**src/rtl/dummy_coproc_engine.sv**
```systemverilog
// Coprocessor engine: routes each request to a COMB, PIPE or ITER path and returns results in order.
// Optional performance counters are built only when DUMMY_COPROC_PERF_EN is defined.
//
// state  | meaning
// S_IDLE | accepting any mode; COMB/reserved results load the output register directly
// S_PIPE | PIPE ops in flight; only further PIPE requests are accepted
// S_ITER | shift-add multiply in progress; no requests accepted
module dummy_coproc_engine #(
    parameter int WIDTH      = 32,
    parameter int PIPE_DEPTH = 3
) (
    input  logic             clk_i,
    input  logic             rst_ni,
    input  logic             valid_i,
    output logic             ready_o,
    input  logic [1:0]       mode_i,
    input  logic [WIDTH-1:0] a_i,
    input  logic [WIDTH-1:0] b_i,
    output logic             valid_o,
    input  logic             ready_i,
    output logic [WIDTH-1:0] result_o,
    output logic             err_o,
    output logic [31:0]      perf_ops_o,
    output logic [31:0]      perf_stall_o
);

    typedef enum logic [1:0] {S_IDLE, S_PIPE, S_ITER} state_e;

    localparam logic [1:0] MODE_COMB = 2'd0;
    localparam logic [1:0] MODE_PIPE = 2'd1;
    localparam logic [1:0] MODE_ITER = 2'd2;
    localparam logic [1:0] MODE_RSVD = 2'd3;

    localparam bit HAS_STAGES = (PIPE_DEPTH > 1);
    localparam int NS         = HAS_STAGES ? PIPE_DEPTH - 1 : 1;
    localparam int OCC_W      = $clog2(PIPE_DEPTH + 1);
    localparam int CNT_W      = $clog2(WIDTH + 1);

    state_e             state_q, state_d;
    logic               out_valid_q;
    logic [WIDTH-1:0]   out_data_q;
    logic               out_err_q;

    logic               stall, out_free, ready, accept;
    logic               direct_accept, pipe_accept, iter_accept;
    logic               pipe_load, iter_load;
    logic               load, load_err;
    logic [WIDTH-1:0]   load_data;

    logic [NS-1:0]      stg_v_q;
    logic [WIDTH-1:0]   stg_d_q [NS];
    logic [OCC_W-1:0]   occ_q, occ_d;

    logic [WIDTH-1:0]   it_a_q, it_b_q, acc_q, acc_sum, iter_result;
    logic [CNT_W-1:0]   cnt_q;

    assign stall    = out_valid_q && !ready_i;
    assign out_free = !stall;

    // Non-PIPE requests wait in S_PIPE so completions stay in order.
    assign ready  = !stall && ((state_q == S_IDLE) ||
                               (state_q == S_PIPE && mode_i == MODE_PIPE));
    assign accept = valid_i && ready;

    assign pipe_accept   = accept && (mode_i == MODE_PIPE) && HAS_STAGES;
    assign iter_accept   = accept && (state_q == S_IDLE) && (mode_i == MODE_ITER);
    assign direct_accept = accept && (state_q == S_IDLE) &&
                           ((mode_i == MODE_COMB) || (mode_i == MODE_RSVD) ||
                            (mode_i == MODE_PIPE && !HAS_STAGES));

    assign pipe_load = stg_v_q[NS-1] && !stall;
    assign iter_load = (state_q == S_ITER) && (cnt_q <= CNT_W'(1)) && out_free;

    // FSM
    always_ff @(posedge clk_i or negedge rst_ni) begin
        if (!rst_ni) begin
            state_q <= S_IDLE;
        end else begin
            state_q <= state_d;
        end
    end

    always_comb begin
        state_d = state_q;
        unique case (state_q)
            S_IDLE: begin
                if (pipe_accept) begin
                    state_d = S_PIPE;
                end else if (iter_accept) begin
                    state_d = S_ITER;
                end
            end
            S_PIPE: begin
                if (occ_q == '0 && !pipe_accept) begin
                    state_d = S_IDLE;
                end
            end
            S_ITER: begin
                if (iter_load) begin
                    state_d = S_IDLE;
                end
            end
            default: state_d = S_IDLE;
        endcase
    end

    // PIPE stages: the output register is the last of PIPE_DEPTH stages.
    generate
        if (HAS_STAGES) begin : g_stages
            always_ff @(posedge clk_i or negedge rst_ni) begin
                if (!rst_ni) begin
                    stg_v_q <= '0;
                    for (int k = 0; k < NS; k++) begin
                        stg_d_q[k] <= '0;
                    end
                end else if (!stall) begin
                    stg_v_q[0] <= pipe_accept;
                    stg_d_q[0] <= a_i - b_i;
                    for (int k = 1; k < NS; k++) begin
                        stg_v_q[k] <= stg_v_q[k-1];
                        stg_d_q[k] <= stg_d_q[k-1];
                    end
                end
            end
        end else begin : g_no_stages
            assign stg_v_q    = '0;
            assign stg_d_q[0] = '0;
        end
    endgenerate

    always_comb begin
        occ_d = occ_q;
        case ({pipe_accept, pipe_load})
            2'b10:   occ_d = occ_q + OCC_W'(1);
            2'b01:   occ_d = occ_q - OCC_W'(1);
            default: occ_d = occ_q;
        endcase
    end

    always_ff @(posedge clk_i or negedge rst_ni) begin
        if (!rst_ni) begin
            occ_q <= '0;
        end else begin
            occ_q <= occ_d;
        end
    end

    // ITER: one multiplier bit per cycle; the final sum is loaded on the last step when possible.
    assign acc_sum     = acc_q + (it_b_q[0] ? it_a_q : '0);
    assign iter_result = (cnt_q == '0) ? acc_q : acc_sum;

    always_ff @(posedge clk_i or negedge rst_ni) begin
        if (!rst_ni) begin
            it_a_q <= '0;
            it_b_q <= '0;
            acc_q  <= '0;
            cnt_q  <= '0;
        end else if (iter_accept) begin
            it_a_q <= a_i;
            it_b_q <= b_i;
            acc_q  <= '0;
            cnt_q  <= CNT_W'(WIDTH);
        end else if (state_q == S_ITER && cnt_q != '0) begin
            acc_q  <= acc_sum;
            it_a_q <= it_a_q << 1;
            it_b_q <= it_b_q >> 1;
            cnt_q  <= cnt_q - CNT_W'(1);
        end
    end

    // Output register source select; at most one source is active per cycle.
    always_comb begin
        load      = 1'b0;
        load_data = '0;
        load_err  = 1'b0;
        if (direct_accept) begin
            load     = 1'b1;
            load_err = (mode_i == MODE_RSVD);
            case (mode_i)
                MODE_COMB: load_data = a_i + b_i;
                MODE_PIPE: load_data = a_i - b_i;
                default:   load_data = '0;
            endcase
        end else if (pipe_load) begin
            load      = 1'b1;
            load_data = stg_d_q[NS-1];
        end else if (iter_load) begin
            load      = 1'b1;
            load_data = iter_result;
        end
    end

    always_ff @(posedge clk_i or negedge rst_ni) begin
        if (!rst_ni) begin
            out_valid_q <= 1'b0;
            out_data_q  <= '0;
            out_err_q   <= 1'b0;
        end else if (out_free) begin
            out_valid_q <= load;
            out_err_q   <= load && load_err;
            if (load) begin
                out_data_q <= load_data;
            end
        end
    end

    assign ready_o  = ready;
    assign valid_o  = out_valid_q;
    assign result_o = out_data_q;
    assign err_o    = out_err_q;

`ifdef DUMMY_COPROC_PERF_EN
    logic [31:0] perf_ops_q, perf_stall_q;

    always_ff @(posedge clk_i or negedge rst_ni) begin
        if (!rst_ni) begin
            perf_ops_q   <= '0;
            perf_stall_q <= '0;
        end else begin
            if (out_valid_q && ready_i && perf_ops_q != '1) begin
                perf_ops_q <= perf_ops_q + 32'd1;
            end
            if (stall && perf_stall_q != '1) begin
                perf_stall_q <= perf_stall_q + 32'd1;
            end
        end
    end

    assign perf_ops_o   = perf_ops_q;
    assign perf_stall_o = perf_stall_q;
`else
    assign perf_ops_o   = '0;
    assign perf_stall_o = '0;
`endif

endmodule

```
**config.mk**
```make
export PLATFORM = sky130hd
export DESIGN_NAME = dummy_coproc_engine
export DESIGN_NICKNAME = d
export VERILOG_FILES = /design/src/rtl/dummy_coproc_engine.sv
export SDC_FILE = /design/constraint.sdc
export NUM_CORES = 1
export LEC_CHECK = 0
export CORE_ASPECT_RATIO = 0.6
export CORE_UTILIZATION = 45
export DETAILED_ROUTE_END_ITERATION = 8
export PLACE_DENSITY = 0.66
export SYNTH_ARGS = -nofsm -noshare
export SYNTH_HDL_FRONTEND = slang
export SYNTH_SLANG_ARGS = --single-unit
export TNS_END_PERCENT = 50
```
**constraint.sdc**
```tcl
create_clock -name clk_i -period 4.2 [get_ports clk_i]
set_input_delay 0.63 -clock clk_i [delete_from_list [all_inputs] [get_ports clk_i]]
set_output_delay 0.63 -clock clk_i [all_outputs]
set_load 0.01 [all_outputs]
```
==> results of run 1 <==
## kinds of logic (layout without fill, tap and decap cells)
family          Yosys count  in the layout  synth area share, %
other cells               1             64               0.0249
buf+inv                 261            302                 8.19
flops                   206            206                 34.2
compound gates          519            519                 22.8
simple gates            728            728                 21.3
fa+ha+maj               104            104                 8.77
mux                       5              5                0.332
xor+xnor                 75             75                 4.35
## layer usage
metal	wire [um]	share of wire, %
met2	17700	34
met4	847	1.6
met5	0	0
met1	26300	51
met3	7210	14
## cell usage after synthesis, types with 6 or more instances
library cell  count  share of area (%)
o2111ai_1         6               0.35
ha_1            101                8.4
a221o_1          13               0.86
clkbuf_1        107                2.7
and3_1           22               0.91
buf_2             7               0.23
o21ai_0         119                3.9
o22ai_1           6               0.25
o21bai_1         14               0.70
o21a_1            8               0.40
a31oi_1          45                1.9
a221oi_1         36                2.1
o31ai_1          11               0.55
a22oi_1          39                1.9
a21oi_1         116                3.8
xnor2_1          51                3.0
nor2_1          133                3.3
xor2_1           24                1.4
a21o_1           31                1.5
nor4_1           14               0.58
nand2_1         368                9.2
nand3_1          60                2.0
or3_1             6               0.25
inv_1            74                1.8
buf_1             8               0.20
o221ai_1          7               0.41
and2_1           39                1.6
dfrtp_1         206                 34
or2_2             6               0.25
nand2b_1         23               0.95
a211oi_1         12               0.60
buf_4            64                3.2
nor3_1           23               0.76
nor2b_1          14               0.58
## cell type report
type / instances / area [um2] / share of cell area, %
inverters: 74 / 278 / 1.59
repair buffers: 186 / 1700 / 9.73
clock inverters: 10 / 143 / 0.817
clock buffers: 32 / 659 / 3.78
flip-flops and latches: 206 / 5150 / 29.5
multi-input cells: 1495 / 8950 / 51.3
well taps: 450 / 563 / 3.23
## final timing paths
path,from,to,cells past startpoint
max,b_i[2],result_o[19],14
min,rst_ni,it_b_q[26],1
max reg2reg,it_b_q[0],result_o[28],14
min reg2reg,stg_d_q[40],stg_d_q[8],2
max in group asynchronous,rst_ni,result_o[0],2
min in group clk_i,stg_d_q[40],stg_d_q[8],2
## flip-flops by register name (all words and copies together) (netlist names)
| name | count |
|---|---|
| it_b_q | 32 |
| stg_v_q | 2 |
| cnt_q | 6 |
| it_a_q | 32 |
| acc_q | 32 |
| err_o | 1 |
| result_o | 32 |
| valid_o | 1 |
| stg_d_q | 64 |
| state_q | 2 |
| occ_q | 2 |
## stage by stage
stage               setup WS, ns  area (um2)  hold WS (ns)  setup TNS, ns  utilization [%]
finish                     0.356       17500        0.0999              0             53.3
global route               0.171       17500         0.165              0             53.3
CTS                        0.488       17500         0.139              0             53.3
detailed placement       -0.0817       16600         0.456        -0.0817             50.9
global placement         -0.0609       16600         0.446        -0.0609             50.9
floorplan                  0.915       15300         0.334              0                -
## where the power goes
| group | leakage, nW | internal, mW | total [mW] | switching [mW] |
|---|---|---|---|---|
| Sequential | 2.54 | 2.87 | 3.68 | 0.808 |
| Combinational | 5.23 | 1.87 | 4.69 | 2.82 |
| Clock | 0.396 | 1.29 | 2.19 | 0.899 |
==> summary.md, run 1 <==
| Metric | Value |
|---|---|
| RSZ-0062 raised after global routing | no |
| Fin. Hold Viols | 0 |
| Buffer and inverter count on the worst path | 3 |
| DR DRC count | 0 |
| Slowest cell on crit path | a221oi_1 |
| Final setup viols | 0 |
| PD cells | 605 mW/mm2 |
| # fillers | 3122 |
| Row count | 51 |
| Antenna violations before repair | 1 |
| Die height | about 140 um |
| Largest net degree at the start of global routing | between 90 and 100 |
| Max Cap Violations | 0 |
| Synth async-reset ratio | 100% |
| Worst-path fanout max | 5 |
| Number of flops mapped to enable cells by yosys | 0 |
| Post-CTS Hold Fix Bufs | 0 |
| Post-synthesis sequential area ratio | about a third |
| Prevailing post-synth register cell | dfrtp_1 |
| TritonCTS buffer count | 23 |
| Status | finished, final reports clean |
| DR iter-0 viols | 1746 |
| Post-layout nets | 2160 |
| Global routing met1 resource utilization | 50.2% |
| Gate Count Post-Synth | 1899 |
| Global Route met2 Usage | ~35% |
| Most common cell after layout, fill and taps aside | nand2_1 |
| Total gr overflow | 0 |
| Leak | 8.16 nW |
| Setup Crit Path Kind | input pin to flip-flop |
| GP Congestion | 0.934 |
| Vias in the first global route | 12700 |
| Clock Skews | roughly 0.018 ns |
| Area of the die | approximately 0.034 mm2 |
| Layout area overhead | 15.7% |
| FF+latch count, synth | between 200 and 250 |
| Ys Warns | 0 |
| Distinct cells, synth | 77 |
| Peak VDD IR | ~0.00036 V |
| Worst slew margin | 35.3% |
| Total global-route track usage | 30.3% |
| Ant. Diodes | 0 |
| Post-route ant nets | 0 |
| Core footprint | 0.0327 mm2 |
| Final wirelength | ~52 mm |
| Achievable frequency | 260 MHz |
| Root buf cell | clkbuf_16 |
| Die width | 238 um |
| Post-route insts no fill | 2453 |
| Worst slew pin tran | 0.967 ns |
| Syn_area_per_cell | roughly 7.9 um2 |
| CP max stage delay | between 0.6 and 0.7 ns |
| Clock sink count | 206 |
| Met3 GRT Util | 11.5% |
| Hpwl dp | 39.2 mm |
| Drt pass-1 iters | 6 |
| Final Critical Period | 3.84 ns |
| Hold WC Path Type | input pin to async pin |
| Commonest non-fill, non-tap cells in the layout | 366 x nand2_1, 206 x dfrtp_1, 132 x nor2_1 |
| Pwr Total | 10.6 mW |
| I/O Buffers | 104 |
| Vias | 14200 |
| Share of cells above drive strength 1 | 7.29% |
| Tcrit/Tclk final | 91.5% |
| Vias per cell | 5.79 |
| CTS H-tree lvls | 1 |
| Post-cts gate resize count | 0 |
| R2R Setup Slk | 0.46 ns |
| Worst-skew pair later-pin latency | approximately 0.56 ns |
| Most Crowded Layer GR | met1 |
| DP Cell Count | 2411 |
| Post-CTS Setup Repair Bufs | 0 |
| Arrival time at the worst endpoint | ~4.3 ns |
| CP Capture Type | flip-flop |
| First-pass GRT wire length | ~79 mm |
| Reg clk slew, reported paths | 0.07 ns |
| Cell area after synthesis | between 0.015 and 0.02 mm2 |
| Crit path required time | 4.62 ns |
| Max-slew violation count | 0 |
| CP cell instances | clkdlybuf4s50_1 -> inv_1 -> ha_1 -> nor3b_1 -> o31ai_1 -> a31oi_1 -> buf_4 -> and2_1 -> a21boi_0 -> nor4_1 -> nor3_1 -> xnor2_1 -> a221oi_1 -> nor2_1 |
| Clk buf depth | 3 |
| Startpoint Class | input pin |
| CTS tree | done |
| Drt wl/cell | 21.2 um |
| Initial core utilization | a little under half |
| Delay-heaviest family, CP | compound AO/OA/AOI/OAI gates |
| IO Pins | 169 |
Power figures use the tool's default switching activity.
==> run 2: changes to the inputs <==
Settings changed: RECOVER_POWER set to 25.
==> summary.md, run 2 (synthesis results as in run 1) <==
| Metric | Value |
|---|---|
| Status | finished with violations (was finished, final reports clean) |
| Violated checks | capacitance limit, slew limit |
| Arrival time at the worst endpoint | 4.26 ns (about the same) |
| Final setup viols | 0 (unchanged) |
| Row count | 51 (unchanged) |
| Tcrit/Tclk final | 91.6% (was 91.5%) |
| Multi-input gate area | 0.00895 mm2 (unchanged) |
| CP Capture Type | flip-flop (unchanged) |
| Post-route ant nets | 0 (unchanged) |
| Worst-skew pair later-pin latency | 0.56 ns (about the same) |
| Drt wl/cell | 21.2 um (about the same) |
| # fillers | 3125 (was 3122) |
| First-pass GRT wire length | 78.7 mm (unchanged) |
| NetSw | 4.53 mW (was 4.52 mW) |
| RSZ-0062 raised after global routing | no (unchanged) |
| Root buf cell | clkbuf_16 (unchanged) |
| Commonest non-fill, non-tap cells in the layout | 366 x nand2_1, 206 x dfrtp_1, 132 x nor2_1 (unchanged) |
| Achievable frequency | 260 MHz (about the same) |
| Slowest cell on crit path | a221oi_1 (unchanged) |
| DP Area | 0.0166 mm2 (unchanged) |
| CTS H-tree lvls | 1 (unchanged) |
| DP Cell Count | 2411 (unchanged) |
| Reg clk slew, reported paths | 0.07 ns (about the same) |
| Clock Skews | 0.0139 ns (was 0.0185 ns) |
| Largest net degree at the start of global routing | 94 (unchanged) |
| Peak VDD IR | 0.000360 V (about the same) |
| Hpwl dp | 39.2 mm (unchanged) |
| Storage element area | 0.00515 mm2 (unchanged) |
| Vias per cell | 5.79 (about the same) |
| Max-slew violation count | 140 (was 0) |
| Worst setup margin | 0.353 ns (was 0.356 ns) |
| Layout area overhead | 15.5% (was 15.7%) |
| Top reg by flops | stg_d_q (unchanged) |
| Post-CTS Setup Repair Bufs | 0 (unchanged) |
| Vias | 14200 (about the same) |
| Setup Crit Path Kind | input pin to flip-flop (unchanged) |
| Most common cell after layout, fill and taps aside | nand2_1 (unchanged) |
| Post-CTS Hold Fix Bufs | 0 (unchanged) |
| Drt pass-1 iters | 6 (unchanged) |
| Die width | 238 um (unchanged) |
| Share of cells above drive strength 1 | 7.29% (unchanged) |
| IO Pins | 169 (unchanged) |
| Setup tns final | 0 ns (unchanged) |
| Post-route insts no fill | 2453 (unchanged) |
| Pint | 6.03 mW (about the same) |
| Worst-path fanout max | 5 (unchanged) |
| Buffer and inverter count on the worst path | 3 (unchanged) |
| I/O Buffers | 104 (unchanged) |
| Global routing met1 resource utilization | 50.2% (unchanged) |
| Met3 GRT Util | 11.5% (unchanged) |
| Worst slew margin | -53.7% (was 35.3%) |
| Vias in the first global route | 12700 (unchanged) |
| Startpoint Class | input pin (unchanged) |
| Total global-route track usage | 30.3% (unchanged) |
| Die height | 144 um (unchanged) |
| Total gr overflow | 0 (unchanged) |
| TritonCTS buffer count | 23 (unchanged) |
| Core footprint | 0.0327 mm2 (unchanged) |
| Post-layout nets | 2160 (unchanged) |
| Initial core utilization | 46.1% (unchanged) |
| Worst slew pin tran | 2.31 ns (was 0.967 ns) |
| Largest register FFs | 64 (unchanged) |
| DR DRC count | 0 (unchanged) |
| Clock sink count | 206 (unchanged) |
| Final wirelength | 52.0 mm (was 52.1 mm) |
| Area of the die | 0.0343 mm2 (unchanged) |
| Clock Power Share | 20.7% (about the same) |
| DR iter-0 viols | 1802 (was 1746) |
| Post-route cell area | 0.0174 mm2 (was 0.0175 mm2) |
| Sw frac | 42.9% (about the same) |
| Ant. Diodes | 0 (unchanged) |
| Combinational power share | 44.5% (was 44.4%) |
| Global Route met2 Usage | 34.7% (unchanged) |
| Delay-heaviest family, CP | compound AO/OA/AOI/OAI gates (unchanged) |
| Post-cts gate resize count | 0 (unchanged) |
| Most Crowded Layer GR | met1 (unchanged) |
| CP cell instances | clkdlybuf4s50_1 -> inv_1 -> ha_1 -> nor3b_1 -> o31ai_1 -> a31oi_1 -> buf_4 -> and2_1 -> a21boi_0 -> nor4_1 -> nor3_1 -> xnor2_1 -> a221oi_1 -> nor2_1 (unchanged) |
| GP Congestion | 0.934 (unchanged) |
| Clk buf depth | 3 (unchanged) |
| Leak | 8.15 nW (was 8.16 nW) |
| Reg power frac | 34.9% (about the same) |
| CP max stage delay | 0.62 ns (was 0.61 ns) |
| Hold WC Path Type | flip-flop to flip-flop (was input pin to async pin) |
| Antenna violations before repair | 1 (unchanged) |
| PD cells | 606 mW/mm2 (was 605 mW/mm2) |
| Crit path required time | 4.62 ns (about the same) |
| Core Util, Final | 53.2% (was 53.3%) |
| Final Critical Period | 3.85 ns (was 3.84 ns) |
| Fin. Hold Viols | 0 (unchanged) |
| Max Cap Violations | 2 (was 0) |
| Pre-CTS setup slack | -0.0817 ns (unchanged) |
| CTS tree | done (unchanged) |
==> run 2: cell types whose count changed in the layout (fill, tap and decap cells not counted) <==
cell      previous run  this run
clkbuf_2             0         2
buf_12               3         2
clkbuf_8             6         5
==> run 2: power groups by stage <==
stage / registers [mW] / logic [mW] / clock network, mW
floorplan: 3.38 / 3.00 / 0
global placement: 3.64 / 4.51 / 0
detailed placement: 3.65 / 4.59 / 0
CTS: 3.63 / 4.62 / 2.21
global route: 3.76 / 5.16 / 2.28
finish: 3.68 / 4.69 / 2.18
==> run 2: routing by layer <==
layer	routed length [um]	up-vias	part of all wire, %
met1	26400	6764	51
met2	17600	679	34
li1	-	6703	-
met4	896	0	1.7
met3	7120	52	14
met5	0	-	0
==> run 2: final timing paths <==
| kind | cells past startpoint | startpoint | endpoint | slack, ns |
|---|---|---|---|---|
| worst max-delay path | 14 | b_i[2] | result_o[19] | 0.35 |
| worst min register to register | 2 | stg_d_q[14] | stg_d_q[14] | 0.47 |
| min in group asynchronous | 1 | rst_ni | it_b_q[26] | 0.71 |
| max in group asynchronous | 2 | rst_ni | stg_d_q[32] | 0.93 |
| worst max register to register | 14 | it_b_q[0] | result_o[28] | 0.47 |
| worst min-delay path | 2 | stg_d_q[14] | stg_d_q[14] | 0.47 |
==> run 2: stage by stage <==
step | hold slack [ns] | power (mW)
2_1_floorplan | 0.334 | 6.37
3_3_place_gp | 0.446 | 8.15
3_5_place_dp | 0.456 | 8.25
4_1_cts | 0.139 | 10.5
5_1_grt | 0.485 | 11.2
6_report | 0.470 | 10.6
==> run 2: tightest hold or removal path: stages (launching register included) <==
cell and delay (ns):
dfrtp_1 0.34, nand2_1 0.05, nand2_1 0.05
==> run 2: cell type report <==
cell class | instances | area share, %
Clock buffer | 32 | 3.78
Tap cell | 450 | 3.23
Multi-Input combinational cell | 1495 | 51.4
Timing Repair Buffer | 186 | 9.61
Sequential cell | 206 | 29.6
Inverter | 74 | 1.59
Clock inverter | 10 | 0.818
